**config.mk**
```make
export PLATFORM = sky130hd
export DESIGN_NAME = aes_key_sched_ctrl
export DESIGN_NICKNAME = d
export VERILOG_FILES = /design/src/rtl/aes_key_sched_ctrl.sv
export SDC_FILE = /design/constraint.sdc
export NUM_CORES = 1
export LEC_CHECK = 0
export ABC_AREA = 1
export CELL_PAD_IN_SITES_DETAIL_PLACEMENT = 1
export CELL_PAD_IN_SITES_GLOBAL_PLACEMENT = 1
export CORE_UTILIZATION = 37
export DETAILED_ROUTE_END_ITERATION = 10
export PLACE_DENSITY_LB_ADDON = 0.1
export SLEW_MARGIN = 20
export SYNTH_ARGS = -nofsm -noshare
export SYNTH_HDL_FRONTEND = slang
export SYNTH_SLANG_ARGS = --single-unit
```
**constraint.sdc**
```tcl
create_clock -name clk -period 3.6 [get_ports clk]
set_clock_uncertainty 0.2 [all_clocks]
set_input_delay 0.36 -clock clk [delete_from_list [all_inputs] [get_ports clk]]
set_output_delay 0.36 -clock clk [all_outputs]
set_load 0.05 [all_outputs]
```
**src/rtl/aes_key_sched_ctrl.sv**
```systemverilog
// aes_key_sched_ctrl: multi-slot AES round-key cache controller.
//
// Keeps up to NUM_SLOTS expanded AES keys (128/192/256) in an external round-key memory,
// one 16-entry region per slot. A request either hits a slot that already holds the same key
// and length, or starts the external expansion engine and streams its subkeys into that
// slot's region.
//
// Optional feature: define KEY_EXP_TIMEOUT_EN to abort a fill when the engine stalls for
// TIMEOUT cycles between subkeys. Without it, COLLECT waits indefinitely.
//
// Ports:
//   clk, resetn                  clock, asynchronous active-low reset
//   req, req_slot, req_key,      request pulse (taken only when idle), target slot,
//   req_len                      MSB-aligned key, length code (01/10/11, 00 illegal)
//   flush                        invalidate all slots
//   busy, done, hit, err         status; hit/err qualify the one-cycle done pulse
//   eng_start, eng_key, eng_len  expansion engine launch and registered key/length
//   eng_valid, eng_idx,          engine subkey stream
//   eng_subkey
//   mem_we, mem_waddr, mem_wdata round-key memory write port, address {slot, idx}
//   slot_valid                   per-slot valid flags for the cipher core
module aes_key_sched_ctrl #(
   parameter int unsigned NUM_SLOTS = 2,
   parameter int unsigned SLOT_W    = (NUM_SLOTS > 1) ? $clog2(NUM_SLOTS) : 1,
   parameter int unsigned TIMEOUT   = 64
) (
   input  logic                  clk,
   input  logic                  resetn,
   input  logic                  req,
   input  logic [SLOT_W-1:0]     req_slot,
   input  logic [255:0]          req_key,
   input  logic [1:0]            req_len,
   input  logic                  flush,
   output logic                  busy,
   output logic                  done,
   output logic                  hit,
   output logic                  err,
   output logic                  eng_start,
   output logic [255:0]          eng_key,
   output logic [1:0]            eng_len,
   input  logic                  eng_valid,
   input  logic [3:0]            eng_idx,
   input  logic [127:0]          eng_subkey,
   output logic                  mem_we,
   output logic [SLOT_W+3:0]     mem_waddr,
   output logic [127:0]          mem_wdata,
   output logic [NUM_SLOTS-1:0]  slot_valid
);

   typedef enum logic [1:0] {StIdle, StCheck, StCollect, StDone} state_e;

   state_e               r_state, w_state_d;
   logic [SLOT_W-1:0]    r_slot;
   logic [255:0]         r_key;
   logic [1:0]           r_len;
   logic [3:0]           r_cnt, w_cnt_d;
   logic [NUM_SLOTS-1:0] r_valid, w_valid_d;
   logic [255:0]         r_key_mem [NUM_SLOTS];
   logic [1:0]           r_len_mem [NUM_SLOTS];
   logic                 r_hit, w_hit_d;
   logic                 r_err, w_err_d;
   logic                 r_flushed;

   logic                 w_bad_slot;
   logic [3:0]           w_last_idx;
   logic                 w_we;
   logic                 w_clr_slot;
   logic                 w_set_valid;
   logic                 w_start;

`ifdef KEY_EXP_TIMEOUT_EN
   localparam int unsigned TMR_W = $clog2(TIMEOUT + 1);
   logic [TMR_W-1:0] r_timer;
   // Restarts at 1 so r_timer equals the cycles elapsed since the last start/accepted subkey.
   always_ff @(posedge clk or negedge resetn) begin
      if (!resetn) begin
         r_timer <= '0;
      end else if (w_start || w_we) begin
         r_timer <= TMR_W'(1);
      end else if (r_state == StCollect) begin
         r_timer <= r_timer + TMR_W'(1);
      end
   end
`endif

   assign w_bad_slot = (32'(r_slot) >= NUM_SLOTS);

   always_comb begin
      unique case (r_len)
         2'b01:   w_last_idx = 4'd10;
         2'b10:   w_last_idx = 4'd12;
         2'b11:   w_last_idx = 4'd14;
         default: w_last_idx = 4'd0;
      endcase
   end

   always_comb begin
      w_state_d   = r_state;
      w_cnt_d     = r_cnt;
      w_hit_d     = r_hit;
      w_err_d     = r_err;
      w_we        = 1'b0;
      w_clr_slot  = 1'b0;
      w_set_valid = 1'b0;
      w_start     = 1'b0;
      unique case (r_state)
         StIdle: begin
            if (req) w_state_d = StCheck;
         end
         StCheck: begin
            if (r_len == 2'b00 || w_bad_slot) begin
               w_err_d   = 1'b1;
               w_state_d = StDone;
            end else if (r_valid[r_slot] && r_key_mem[r_slot] == r_key &&
                         r_len_mem[r_slot] == r_len) begin
               w_hit_d   = 1'b1;
               w_state_d = StDone;
            end else begin
               w_clr_slot = 1'b1;
               w_start    = 1'b1;
               w_cnt_d    = 4'd0;
               w_state_d  = StCollect;
            end
         end
         StCollect: begin
            if (eng_valid) begin
               if (eng_idx == r_cnt) begin
                  w_we    = 1'b1;
                  w_cnt_d = r_cnt + 4'd1;
                  if (r_cnt == w_last_idx) begin
                     // flush (now or earlier in this fill) keeps the slot invalid
                     w_set_valid = !r_flushed;
                     w_state_d   = StDone;
                  end
               end else begin
                  w_err_d   = 1'b1;
                  w_state_d = StDone;
               end
            end
`ifdef KEY_EXP_TIMEOUT_EN
            else if (32'(r_timer) >= TIMEOUT - 1) begin
               w_err_d   = 1'b1;
               w_state_d = StDone;
            end
`endif
         end
         StDone: begin
            w_hit_d   = 1'b0;
            w_err_d   = 1'b0;
            w_state_d = StIdle;
         end
         default: w_state_d = StIdle;
      endcase
   end

   // flush overrides any set in the same cycle
   always_comb begin
      w_valid_d = r_valid;
      if (w_clr_slot)  w_valid_d[r_slot] = 1'b0;
      if (w_set_valid) w_valid_d[r_slot] = 1'b1;
      if (flush)       w_valid_d = '0;
   end

   always_ff @(posedge clk or negedge resetn) begin
      if (!resetn) begin
         r_state   <= StIdle;
         r_slot    <= '0;
         r_key     <= '0;
         r_len     <= '0;
         r_cnt     <= '0;
         r_valid   <= '0;
         r_hit     <= 1'b0;
         r_err     <= 1'b0;
         r_flushed <= 1'b0;
         for (int unsigned i = 0; i < NUM_SLOTS; i++) begin
            r_key_mem[i] <= '0;
            r_len_mem[i] <= '0;
         end
      end else begin
         r_state <= w_state_d;
         r_cnt   <= w_cnt_d;
         r_valid <= w_valid_d;
         r_hit   <= w_hit_d;
         r_err   <= w_err_d;
         if (r_state == StIdle && req) begin
            r_slot <= req_slot;
            r_key  <= req_key;
            r_len  <= req_len;
         end
         if (w_start) begin
            r_key_mem[r_slot] <= r_key;
            r_len_mem[r_slot] <= r_len;
            r_flushed         <= 1'b0;
         end else if (r_state == StCollect && flush) begin
            r_flushed <= 1'b1;
         end
      end
   end

   assign busy       = (r_state != StIdle);
   assign done       = (r_state == StDone);
   assign hit        = r_hit;
   assign err        = r_err;
   assign eng_start  = w_start;
   assign eng_key    = r_key;
   assign eng_len    = r_len;
   assign mem_we     = w_we;
   assign mem_waddr  = {r_slot, r_cnt};
   assign mem_wdata  = w_we ? eng_subkey : '0;
   assign slot_valid = r_valid;

endmodule

```
==> impl_results.md <==
- Status: finished with violations
- Failing checks: negative setup slack
- Vias in the first global route: 36900
- Crit path max fanout: 8
- Final Cycle Share: 107%
- Largest net degree at the start of global routing: 82
- 1st-pass router iterations: 7
- HP Class: input pin to flop
- Gate Count Post-Synth: 4827
- Die area: 0.103 sq mm
- CP Data Arrival Time: 3.29 ns
- Final Critical Period: 3.85 ns
- Num CTS Buffers: 91
- Clock Pin Slew Worst Setup and Hold Paths: 0.06 ns
- RSZ-0062 raised after global routing: true
- Width of the die: 320 microns
- Clk network pwr share: 16.3%
- CTS tree: done
- Initial antenna violation count: 14
- Max-cap viol count: 0
- Setup CP Type: flop to output port
- Max Clk Rate: 260 MHz
- Initial Utilization: 37.4%
- Final ANT Viol Nets: 0
- Commonest cells after routing, fill and taps aside: 1638 x nand2_1, 785 x dfrtp_1, 664 x clkdlybuf4s50_1
- Share of power burned in registers: 29.0%
- Worst-case clock buffer depth: 3
- Final core utilization: 55.6%
- IR drop worst, VDD: 0.526 mV
- Slew Limit Fails: 0
- Die span in y: 320 microns
- Synth cell types: 30
- Placer congestion estimate: 0.925
- Post-Syn Area per Cell: 7.77 sq um
- TritonCTS Sinks: 786
- Core area: 0.100 sq mm
- First-pass GRT wire length: 226 mm
- Area of the mapped netlist: 0.0375 sq mm
- R2r worst-path depth: 24
- Clk_lat worst skew: 0.67 ns
- Buffers on Ports: 794
- Power density cells: 1020 mW/mm^2
- Detailed Route Iter0 Violations: 2640
- Syn Nets: 5229
- CTS root buf: clkbuf_16
- Drt total wl: 160 mm
- Final hold vios: 0
- Hold path cells: 3
- Design area: 0.0557 sq mm
- Yosys reg bits: 786
- Worst rel slew slack: 33.7%
- DRC errors left: 0
- Ys Warns: 0
- Internal power: 30300 uW
- Leakage: 0.0274 uW
- Num ports: 795
- Final layout net count: 6207
- Commonest non-fill, non-tap cell in the layout: nand2_1
- Seq/Total Area, Yosys: 52.5%
- CP Capture Type: output port
- CP startpoint kind: flop
- Vias per inst: 5.07
- H-tree depth: 3
- Dpl hpwl: 110 mm
- Synth-to-layout area growth: 48.6%
- Total GRT Usage: 29.0%
- Net Switching: 26800 uW
- Slew @ Worst Pin: 0.992 ns
- Comb pwr share: 54.7%
- FP Rows: 116
- Vias post-DR: 36700
- Setup violations, final: 1
- Switch share: 46.9%
- Cell area after placement: 0.0496 sq mm
- Worst setup margin: -0.252 ns
- Drt wl/cell: 22.2 microns
- Crit path required time: 3.04 ns
- Layout cells sized above 1: 14.0%
- Total grt overflow: 0
[flip-flops by register name, summed over array words and instances (netlist names)]
name,cells
r_len_mem,4
slot_valid,2
r_state,2
r_slot,1
r_key_mem,512
err,1
eng_len,2
eng_key,256
r_cnt,4
hit,1
r_flushed,1
[worst paths after layout]
kind                                start        endpoint  slack [ns]
max                                r_slot       eng_start       -0.25
min                          req_key[128]    eng_key[128]        0.06
max reg2reg                        r_slot  r_key_mem[133]           0
min reg2reg                r_key_mem[228]  r_key_mem[228]        0.28
max in group asynchronous          resetn     eng_key[43]        2.07
min in group asynchronous          resetn  r_key_mem[168]        0.11
[routing by layer]
metal,part of all wire [%],global-route usage [%]
met5,0.064,0
met4,2.7,7.73
met3,6.7,7.00
met2,46,45.4
met1,44,40.0
[cell usage after synthesis]
library cell	instances	area, sq um
xnor2_1	15	131
or2_2	8	50.1
nor2_2	3	18.8
nor4_1	1	6.26
buf_2	113	566
o21ai_1	118	591
nand3_1	147	736
ha_1	6	75.1
o21ai_0	447	2240
nand3b_1	44	330
dfrtp_1	786	19700
nor2_1	450	1690
clkbuf_1	67	251
o21bai_1	2	15.0
nor3_1	2	10.0
a211oi_1	1	7.51
nand4_1	36	225
buf_4	37	278
mux2_2	65	732
nand2_1	1700	6380
buf_1	14	52.6
nand3_4	1	17.5
buf_6	7	78.8
inv_4	1	6.26
xor2_1	26	228
inv_1	495	1860
a21oi_1	202	1010
o211ai_1	29	218
nand3_2	2	20.0
inv_2	2	7.51
[power by group through the flow]
| stage | registers, uW | logic [uW] | clock network (uW) |
|---|---|---|---|
| detailed placement | 16500 | 27400 | 0 |
| CTS | 16400 | 29000 | 9440 |
| global route | 17000 | 33900 | 9760 |
| finish | 16500 | 31200 | 9300 |
| floorplan | 20200 | 12700 | 0 |
| global placement | 16400 | 26500 | 0 |
[timing repair]
item                                    in CTS  in global routing
cloned                                      13                 59
hold buffers                                 1                  0
pin swaps                                   48                 66
buffers inserted                            32                 21
endpoints found under the setup margin     509                517
endpoints found under the hold margin       81                  0
resized for setup                          130                143
[cell families (layout without fill, tap and decap cells)]
logic type	count (synthesis)	in the layout	synth area share [%]
xor+xnor	41	41	0.958
flops	786	786	52.5
other cells	0	2	0
fa+ha+maj	6	6	0.200
mux	65	65	1.95
buf+inv	736	1787	8.26
compound gates	799	799	10.9
simple gates	2394	2394	25.3
[critical path, cell delays in order (launching register included)]
cell     delay (ns)
dfrtp_4        0.49
buf_12         0.16
buf_12         0.13
buf_16         0.15
buf_6          0.14
nand2_1        0.11
nand2_1        0.08
nand2_1        0.07
nand2_1        0.07
nor2_2         0.14
nand2_2        0.09
nor2_4         0.13
nand2_1        0.09
nor2_2         0.14
nand2_2        0.08
nor2_4         0.11
nand3_4        0.13
nand2_4        0.09
inv_4          0.04
buf_8          0.14
[stage by stage]
stage                     power (uW)  cells  hold slack [ns]  setup TNS [ns]  worst slack [ns]
after floorplan                32900   4827           -0.136               0            0.0372
after global placement         42900   6947            0.221           -1.80            -0.106
after detailed placement       43800   6947            0.221          -22.53            -0.112
after CTS                      54800   7157           0.0312          -0.309            -0.309
after global routing           60600   7235           0.0549          -38.55            -0.410
final                          57000   7237           0.0609          -0.252            -0.252
[layout make-up]
cell class / count / area (sq um)
antenna: 2 / 5.00
clock buffer: 136 / 2740
clock inverter: 30 / 223
fill: 11700 / 44600
inverter: 498 / 1910
multi-input combinational: 3305 / 15200
sequential: 786 / 19700
tap: 1357 / 1700
timing repair buffer: 1123 / 14200
Note: power is estimated with default switching activity, not from simulation.
